===== src/rtl/ppt_input_conditioner.sv =====
// N-channel input conditioner: synchronise, tick-based debounce, mode-qualified
// edge detection and per-channel edge counting with sticky overflow.
module ppt_input_conditioner #(
  parameter int N_CH        = 8,
  parameter int SYNC_STAGES = 2,
  parameter int DEB_CNT     = 3,
  parameter int CNT_W       = 8,
  parameter int SATURATE    = 1,
  localparam int SEL_W      = (N_CH > 1) ? $clog2(N_CH) : 1
) (
  input  logic             clk,
  input  logic             rst_n,
  input  logic             tick,
  input  logic [N_CH-1:0]  in_async,
  input  logic [1:0]       edge_mode,
  input  logic             clr,
  input  logic [SEL_W-1:0] sel,
  output logic [N_CH-1:0]  level,
  output logic [N_CH-1:0]  edge_pulse,
  output logic [CNT_W-1:0] count_out,
  output logic [N_CH-1:0]  ovf
);

  localparam int DEB_W = (DEB_CNT > 1) ? $clog2(DEB_CNT) : 1;

  logic [N_CH-1:0]  sync_q [SYNC_STAGES];
  logic [N_CH-1:0]  sync_d [SYNC_STAGES];
  logic [DEB_W-1:0] deb_q  [N_CH];
  logic [DEB_W-1:0] deb_d  [N_CH];
  logic [CNT_W-1:0] cnt_q  [N_CH];
  logic [CNT_W-1:0] cnt_d  [N_CH];
  logic [N_CH-1:0]  level_q, level_d;
  logic [N_CH-1:0]  pend_q, pend_d;
  logic [N_CH-1:0]  edge_pulse_q, edge_pulse_d;
  logic [N_CH-1:0]  ovf_q, ovf_d;
  logic [CNT_W-1:0] count_out_q, count_out_d;
  logic [N_CH-1:0]  s;
  logic [N_CH-1:0]  chg;

  assign s = sync_q[SYNC_STAGES-1];

  always_comb begin
    sync_d[0] = in_async;
    for (int k = 1; k < SYNC_STAGES; k++) sync_d[k] = sync_q[k-1];
  end

  // Debounce: a new level must be seen on DEB_CNT consecutive ticks.
  always_comb begin
    level_d = level_q;
    for (int i = 0; i < N_CH; i++) begin
      deb_d[i] = deb_q[i];
      if (tick) begin
        if (DEB_CNT == 0) begin
          level_d[i] = s[i];
          deb_d[i]   = '0;
        end else if (s[i] == level_q[i]) begin
          deb_d[i] = '0;
        end else if (deb_q[i] == DEB_W'(DEB_CNT - 1)) begin
          level_d[i] = s[i];
          deb_d[i]   = '0;
        end else begin
          deb_d[i] = deb_q[i] + 1'b1;
        end
      end
    end
  end

  // Mode is captured on the clock where level changes; the pulse follows a clock later.
  always_comb begin
    chg = level_d ^ level_q;
    case (edge_mode)
      2'b01:   pend_d = chg & level_d;
      2'b10:   pend_d = chg & ~level_d;
      2'b11:   pend_d = chg;
      default: pend_d = '0;
    endcase
    edge_pulse_d = pend_q;
  end

  always_comb begin
    ovf_d = ovf_q;
    for (int i = 0; i < N_CH; i++) begin
      cnt_d[i] = cnt_q[i];
      if (clr) begin
        cnt_d[i] = '0;
        ovf_d[i] = 1'b0;
      end else if (edge_pulse_q[i]) begin
        if (cnt_q[i] == {CNT_W{1'b1}}) begin
          ovf_d[i] = 1'b1;
          cnt_d[i] = (SATURATE != 0) ? cnt_q[i] : '0;
        end else begin
          cnt_d[i] = cnt_q[i] + 1'b1;
        end
      end
    end
  end

  // Out-of-range sel matches no channel and reads back 0.
  always_comb begin
    count_out_d = '0;
    for (int i = 0; i < N_CH; i++) begin
      if (sel == SEL_W'(i)) count_out_d = cnt_q[i];
    end
  end

  always_ff @(posedge clk or negedge rst_n) begin
    if (!rst_n) begin
      for (int k = 0; k < SYNC_STAGES; k++) sync_q[k] <= '0;
      for (int i = 0; i < N_CH; i++) begin
        deb_q[i] <= '0;
        cnt_q[i] <= '0;
      end
      level_q      <= '0;
      pend_q       <= '0;
      edge_pulse_q <= '0;
      ovf_q        <= '0;
      count_out_q  <= '0;
    end else begin
      for (int k = 0; k < SYNC_STAGES; k++) sync_q[k] <= sync_d[k];
      for (int i = 0; i < N_CH; i++) begin
        deb_q[i] <= deb_d[i];
        cnt_q[i] <= cnt_d[i];
      end
      level_q      <= level_d;
      pend_q       <= pend_d;
      edge_pulse_q <= edge_pulse_d;
      ovf_q        <= ovf_d;
      count_out_q  <= count_out_d;
    end
  end

  assign level      = level_q;
  assign edge_pulse = edge_pulse_q;
  assign count_out  = count_out_q;
  assign ovf        = ovf_q;

endmodule


===== config.mk =====
export PLATFORM = sky130hd
export DESIGN_NAME = ppt_input_conditioner
export DESIGN_NICKNAME = d
export VERILOG_FILES = /design/src/rtl/ppt_input_conditioner.sv
export SDC_FILE = /design/constraint.sdc
export NUM_CORES = 1
export LEC_CHECK = 0
export BUFFER_PORTS_ARGS = -buffer_cell sky130_fd_sc_hd__buf_2
export CAP_MARGIN = 10
export CORE_UTILIZATION = 24
export DETAILED_ROUTE_END_ITERATION = 12
export SLEW_MARGIN = 30
export SYNTH_ARGS = -nofsm -noshare
export SYNTH_HDL_FRONTEND = slang
export SYNTH_SLANG_ARGS = --single-unit

===== constraint.sdc =====
create_clock -name clk -period 4.6 [get_ports clk]
set_input_delay 0.69 -clock clk [delete_from_list [all_inputs] [get_ports clk]]
set_output_delay 0.69 -clock clk [all_outputs]
set_load 0.03 [all_outputs]

==> results of run 1 <==
-- routing by layer --
metal,track usage,share of wire,vias up
met3,0.0359,0.050,11
li1,-,-,2449
met4,0.0341,0.0088,0
met5,0,0,-
met2,0.167,0.45,95
met1,0.153,0.49,2465
-- power groups by stage --
| stage | sequential, mW | combinational [mW] | clock (mW) |
|---|---|---|---|
| final | 1.42 | 0.508 | 1.26 |
| after global routing | 1.44 | 0.557 | 1.35 |
| after CTS | 1.42 | 0.515 | 1.29 |
| after detailed placement | 1.44 | 0.515 | 0 |
| after global placement | 1.44 | 0.498 | 0 |
| after floorplan | 1.49 | 0.309 | 0 |
-- final cells by class --
class / instances / share of cell area
inverters: 21 / 0.0100
clock inverters: 13 / 0.0124
well taps: 372 / 0.0590
clock buffers: 19 / 0.0574
flip-flops and latches: 136 / 0.432
repair buffers: 50 / 0.0336
multi-input cells: 459 / 0.396
-- flip-flops by register name, summed over array words and instances, names as in the netlist --
| name | flops |
|---|---|
| cnt_q | 64 |
| deb_q | 16 |
| count_out | 8 |
| edge_pulse | 8 |
| edge_pulse_d | 8 |
| level | 8 |
| ovf | 8 |
| s | 8 |
| sync_d | 8 |
-- cell usage in the layout (no fill, tap or decap), types with 13 or more instances in the layout --
cell / n
nand2_1: 42
inv_1: 20
nand4_1: 17
nor2_1: 62
buf_2: 47
o21ai_0: 17
a21oi_1: 18
a31oi_1: 23
nand3_1: 38
o21ai_1: 13
dfrtp_1: 136
and4_1: 17
xnor2_1: 15
clkbuf_16: 17
nor3_1: 26
-- worst max-delay path, cell delays in order --
cell     delay (ns)
buf_2          0.56
or4bb_1        0.58
or4_1          0.51
nand3_1        0.10
-- final timing paths --
check                                      from               to  cells after the start
worst max-delay path                       tick  edge_pulse_d[7]                      4
worst min-delay path                      rst_n             s[4]                      1
worst max register to register         cnt_q[8]         cnt_q[9]                      5
worst min register to register  edge_pulse_d[6]    edge_pulse[6]                      0
max in group asynchronous                 rst_n  edge_pulse_d[3]                      2
min in group clk                edge_pulse_d[6]    edge_pulse[6]                      0
-- kinds of logic (layout without fill, tap and decap cells) --
family / Yosys count / in the layout / synth area share
AO/OA/AOI/OAI: 112 / 112 / 0.104
XOR/XNOR: 24 / 24 / 0.0313
adder cells (fa/ha/maj): 11 / 11 / 0.0205
buffers and inverters: 50 / 103 / 0.0296
flip-flops: 136 / 136 / 0.506
multiplexers: 37 / 37 / 0.0787
AND/OR/NAND/NOR: 275 / 275 / 0.230
==> impl_metrics.yaml, run 1 <==
timing:
  setup_ws_ns: 2.50
  max_freq_ghz: 0.476
  finalHoldViolCount: 0
  grt_setup_unrepaired: "no"
  hold_slack_ns: 0.277
  slew_headroom: 0.449
  fin_setup_tns_ns: 0
  final_max_slew_viol_count: 0
  period_share: 0.457
  final-setup-viol-count: 0
  period_minus_slack_ns: 2.10
  clock_skew_ns: 0.00841
  tightest_slew_ns: 0.826
cts:
  cts_buffer_depth: 2
  clkLatencyLatePin_ns: 0.42
  cts.sinks: 136
  clockRootBuffer: "clkbuf_16"
  h-tree-depth: 4
  cts_buffers: 17
  cts_setup_buffers: 0
  cts_tree: "yes"
  post_cts_resized: 0
  holdBufCountCts: 0
  clk_pin_slew_ns: 0.06
placement:
  io_buffers: 48
  dpl-instance-area_sq_um: 7340
  dp_cells: 1038
  dp_slack_ns: 2.07
  hpwl_microns: 10300
  globalplace.congestion: 0.789
logic_synthesis:
  synthTopCellsByArea: "dfrtp_1, nor2_1, mux4_2"
  synthFlopType: "dfrtp_1"
  syn-cell-area_sq_um: 6730
  ys_warn_count: 0
  ys_types: 49
  synth_area_per_cell_sq_um: 10.4
  synth_most_common_cell: "dfrtp_1"
  ys_ff_latch: 136
  synth_fp_nets: 673
  synth_top_area_cell: "dfrtp_1"
  synth_top_area_frac: 0.506
  netlist_instances: 645
  yosysSeqAreaShare: 0.506
  synth_common_cells: "dfrtp_1, nor2_1, nand2_1"
  async_flop_share: 1.00
  synth_edf_count: 0
finish:
  fin_nets: 713
  design_area_sq_um: 7890
  regArea_sq_um: 3400
  diodes: 0
  drive_gt1_frac: 0.165
  syn2layout_area_growth_pct: 17.3
  fin_util: 0.289
  multi_input_area_sq_um: 3120
  nFillCells: 2837
  final_cells: 1070
hold_path:
  hold_class: "in2async"
global_routing:
  antenna_found_initial: 0
  grt_use_total: 0.112
  grt_pass1_vias: 4790
  grt_pass1_wl_microns: 25100
  grt_overflow_total: 0
  grt_max_degree: 109
route:
  drc_errors: 0
  wl_per_cell_microns: 14.1
  first_pass_iters: 4
  drt_iter0_markers: 411
  vias: 5020
  viasPerCell: 4.69
  wirelength_microns: 15000
  ant_nets: 0
critical_path:
  crit_type: "in2reg"
  reg2reg_setup_slack_ns: 2.90
  crit_fanout: 40
  critPathRequiredTime_ns: 4.95
  cp.arrival_ns: 2.45
  cp-end-kind: "flop"
  start_kind: "input port"
die:
  core_sq_um: 27300
  die_area_sq_um: 28700
  start_util: 0.247
  fp.dieH_microns: 169
  rows: 60
  die_w_microns: 169
  pin_count: 49
pwr:
  p_clk_frac: 0.396
  power.leakage_nw: 3.44
  p_sw_uw: 945
  netSwitchingFraction: 0.296
  p_int_mw: 2.25
  irDropWorstVdd_mv: 0.307
  finalPower_mw: 3.19
  power_density_nw_per_um2: 405
  seq_power_share: 0.445
  combPwrFrac: 0.159
run:
  cap_violations: 0
outcome:
  status: "finished clean"
No activity file was read; power rests on OpenSTA's default activity.
==> inputs of run 2 (changes only) <==
- clock period: 4.6 -> 1.8 ns (I/O delays scaled with it)
==> impl_metrics.yaml, run 2 (synthesis gave the netlist of run 1 again) <==
outcome:
  status: "finished clean"
finish:
  nFillCells: 2783
  final_cell_mix: "dfrtp_1, nor2_1, buf_2"
  largest_register: "cnt_q"
  design_area_sq_um: 8170
  final_common_cell: "dfrtp_1"
  syn2layout_area_growth_pct: 21.5
  multi_input_area_sq_um: 3120
  fin_nets: 736
  top_regs: "cnt_q (64), deb_q (16)"
  final_cells: 1094
  regArea_sq_um: 3400
  largest_register_ffs: 64
  drive_gt1_frac: 0.179
critical_path:
  cp-end-kind: "flop"
  crit_fanout: 4
  r2r-end: "cnt_q[25]"
  timing.rr.start: "cnt_q[25]"
  cp-startpoint: "cnt_q[25]"
  slowest_stage: "dfrtp_1"
  rr_worst_depth: 5
  path_buf_inv: 0
  cp_top_family: "flip-flops"
  cp.arrival_ns: 1.95
  crit_chain: "ha_1, nand4_1, o31ai_1, mux2i_1, nor2_1"
  cp.depth: 5
  max_stage_delay_ns: 0.41
  reg2reg_setup_slack_ns: 0.15
  critPathRequiredTime_ns: 2.10
  start_kind: "flop"
  crit_type: "reg2reg"
  endpoint: "cnt_q[25]"
placement:
  io_buffers: 48
  hpwl_microns: 10700
  globalplace.congestion: 0.827
  dpl-instance-area_sq_um: 7500
  dp_cells: 1052
die:
  die_w_microns: 169
  pin_count: 49
  start_util: 0.247
  die_area_sq_um: 28700
  rows: 60
  core_sq_um: 27300
  fp.dieH_microns: 169
cts:
  cts_buffer_depth: 2
  clockRootBuffer: "clkbuf_16"
  clkLatencyLatePin_ns: 0.43
  holdBufCountCts: 9
  cts_tree: "yes"
  cts.sinks: 136
  clk_pin_slew_ns: 0.06
  cts_buffers: 17
  h-tree-depth: 4
  cts_setup_buffers: 0
  post_cts_resized: 0
route:
  ant_nets: 0
  drt_iter0_markers: 406
  vias: 5208
  first_pass_iters: 5
  wirelength_microns: 15300
  viasPerCell: 4.76
  wl_per_cell_microns: 14.0
  drc_errors: 0
timing:
  final-setup-viol-count: 0
  period_share: 0.919
  fin_setup_tns_ns: 0
  tightest_slew_ns: 0.496
  slew_headroom: 0.669
  period_minus_slack_ns: 1.65
  max_freq_ghz: 0.604
  finalHoldViolCount: 0
  clock_skew_ns: 0.0101
  grt_setup_unrepaired: "no"
  final_max_slew_viol_count: 0
run:
  cap_violations: 0
global_routing:
  grt_pass1_vias: 4945
  grt_pass1_wl_microns: 25700
  busiest_layer: "met2"
  grt_use_total: 0.115
  grt_max_degree: 73
  antenna_found_initial: 0
  grt_overflow_total: 0
  globalRouteMet3Util: 0.0322
  gr-usage-met1: 0.158
  grtUsageMet2: 0.174
pwr:
  power_density_nw_per_um2: 1030
  irDropWorstVdd_mv: 0.725
  power.leakage_nw: 3.59
  finalPower_mw: 8.43
hold_path:
  hold_class: "in2reg"
## run 2: cell count changes in the layout (fill, tap and decap cells not counted), sizes merged
cell / delta
clkinv: +5
bufinv: +2
clkbuf: -2
dlygate4sd3: +9
buf: +14
clkinvlp: -2
diode: +1
inv: -3
## run 2: layout make-up
type / count / share of cell area
diodes: 1 / 0.000306
clock buffers: 17 / 0.0520
clock inverters: 15 / 0.0191
inverters: 21 / 0.00964
multi-input cells: 459 / 0.382
flip-flops and latches: 136 / 0.416
well taps: 372 / 0.0569
repair buffers: 73 / 0.0635
## run 2: layer usage
layer / vias to the layer above / routed length [microns]
li1: 2503 / -
met4: 0 / 161
met2: 117 / 6970
met5: - / 0
met3: 14 / 745
met1: 2574 / 7390
## run 2: metrics by stage
step / hold slack [ns] / util / setup slack, ns
final: 0.159 / 0.300 / 0.145
after detailed placement: 0.257 / 0.275 / -0.0791
after floorplan: -0.0256 / - / 0.104
after CTS: 0.146 / 0.300 / 0.158
after global routing: 0.172 / 0.300 / 0.0354
after global placement: 0.256 / 0.275 / -0.0322
## run 2: report_power, final
| part | leakage [nW] | total, mW | switching [mW] | internal [mW] |
|---|---|---|---|---|
| Clock | 0.271 | 3.43 | 1.40 | 2.03 |
| Combinational | 1.49 | 1.36 | 0.742 | 0.615 |
| Sequential | 1.83 | 3.64 | 0.296 | 3.34 |
| Total | 3.59 | 8.43 | 2.43 | 5.99 |
## run 2: worst min path at each step
stage               startpoint        end  slack, ns  cells after the start
floorplan                rst_n   cnt_q[0]      -0.03                      0
global placement         rst_n  sync_d[6]       0.26                      1
detailed placement       rst_n  sync_d[6]       0.26                      1
CTS                       tick   deb_q[1]       0.15                      2
global route              tick   deb_q[1]       0.17                      2
finish                    tick   deb_q[1]       0.16                      2
==> inputs of run 3 (changes only) <==
- clock period: 1.8 -> 1.6 ns (I/O delays scaled with it)
==> impl_metrics.yaml, run 3 (synthesis gave the netlist of run 1 again) <==
timing:
  fin_setup_tns_ns: 0
  finalHoldViolCount: 0
  final_max_slew_viol_count: 0
  period_minus_slack_ns: 1.57
  final-setup-viol-count: 0
  period_share: 0.980
  max_freq_ghz: 0.638
  slew_headroom: 0.691
  clock_skew_ns: 0.00942
  tightest_slew_ns: 0.464
  grt_setup_unrepaired: "yes"
route:
  first_pass_iters: 6
  viasPerCell: 4.68
  wl_per_cell_microns: 13.9
  vias: 5245
  ant_nets: 0
  wirelength_microns: 15600
  drc_errors: 0
  drt_iter0_markers: 364
placement:
  dp_cells: 1078
  globalplace.congestion: 0.825
  hpwl_microns: 11000
  io_buffers: 48
global_routing:
  grt_pass1_vias: 5029
  grt_max_degree: 73
  grt_pass1_wl_microns: 26000
  grt_use_total: 0.115
  grt_overflow_total: 0
  antenna_found_initial: 0
finish:
  fin_nets: 764
  multi_input_area_sq_um: 3190
  final_common_cell: "dfrtp_1"
  final_cells: 1120
  syn2layout_area_growth_pct: 26.3
  largest_register: "cnt_q"
  diodes: 0
  drive_gt1_frac: 0.217
  largest_register_ffs: 64
  nFillCells: 2806
  regArea_sq_um: 3400
  final_cell_mix: "dfrtp_1, nor2_1, buf_2"
  top_regs: "cnt_q (64), deb_q (16)"
critical_path:
  timing.rr.start: "deb_q[0]"
  reg2reg_setup_slack_ns: 0.03
  r2r-end: "edge_pulse_d[7]"
  crit_type: "reg2reg"
  critPathRequiredTime_ns: 1.96
  cp-startpoint: "deb_q[0]"
  crit_chain: "nand3b_1, mux2_4, or4_1, nand3_1"
  rr_worst_depth: 4
  cp.arrival_ns: 1.92
  crit_fanout: 5
  cp-end-kind: "flop"
  endpoint: "edge_pulse_d[7]"
  start_kind: "flop"
  max_stage_delay_ns: 0.50
  slowest_stage: "or4_1"
die:
  die_area_sq_um: 28700
  fp.dieH_microns: 169
  pin_count: 49
  die_w_microns: 169
  start_util: 0.247
  core_sq_um: 27300
  rows: 60
hold_path:
  hold_class: "in2reg"
cts:
  clockRootBuffer: "clkbuf_16"
  cts_buffers: 17
  clk_pin_slew_ns: 0.06
  cts.sinks: 136
  h-tree-depth: 4
  cts_tree: "yes"
  clkLatencyLatePin_ns: 0.43
  cts_buffer_depth: 2
run:
  cap_violations: 0
outcome:
  status: "finished clean"
pwr:
  power.leakage_nw: 3.80
  irDropWorstVdd_mv: 0.780
  power_density_nw_per_um2: 1190
[run 3: cell count changes in the layout (fill, tap and decap cells not counted), sizes merged]
| cell | change |
|---|---|
| buf | +28 |
| clkbuf | +2 |
| inv | +1 |
| clkinv | -5 |
| bufinv | +2 |
| clkinvlp | -1 |
| diode | -1 |
[run 3: per-stage QoR]
step | area [sq um] | hold WS, ns | power, mW | setup WS, ns | util
detailed placement | 7710 | 0.196 | 5.88 | -0.161 | 0.283
floorplan | 6740 | -0.0556 | 5.18 | 0.00490 | -
CTS | 8420 | 0.197 | 10.1 | 0.00195 | 0.309
global route | 8490 | 0.227 | 10.6 | -0.0440 | 0.312
global placement | 7710 | 0.191 | 5.84 | -0.141 | 0.283
finish | 8490 | 0.211 | 10.1 | 0.0325 | 0.312
[run 3: worst min path at each step]
stage                     startpoint   endpoint  depth (start not counted)
after global routing            tick  deb_q[12]                          3
after detailed placement       rst_n  sync_d[6]                          1
after floorplan                rst_n   cnt_q[0]                          0
after global placement         rst_n  sync_d[6]                          1
after CTS                       tick   deb_q[1]                          3
final                           tick   deb_q[1]                          3
[run 3: power breakdown]
group	leakage, nW	internal (mW)	switching [mW]
clock network	0.297	2.67	1.51
logic	1.67	0.903	0.914
registers	1.83	3.76	0.320
[run 3: metal layers]
layer	share of wire	vias to the layer above	GRT usage
met5	0	-	0
met4	0.014	0	0.0435
met3	0.043	18	0.0271
met2	0.46	99	0.178
met1	0.48	2576	0.156
li1	-	2552	-
[run 3: cell type report]
cell class	instances	area share
Tap cell	372	0.0548
Timing Repair Buffer	101	0.0859
Clock inverter	12	0.0205
Multi-Input combinational cell	459	0.376
Inverter	21	0.00928
Sequential cell	136	0.401
Clock buffer	19	0.0533
[run 3: worst max-delay path, delay by kind of cell (launching register included)]
| family | cells | cell delay [ns] |
|---|---|---|
| and+or+nand+nor | 3 | 0.78 |
| DFF | 1 | 0.41 |
| muxes | 1 | 0.32 |
[run 3: what timing repair did]
action,CTS,global route
endpoints found under the hold margin,44,0
gates resized for setup,0,9
endpoints found under the setup margin,0,13
setup buffers,0,2
hold buffers,9,0
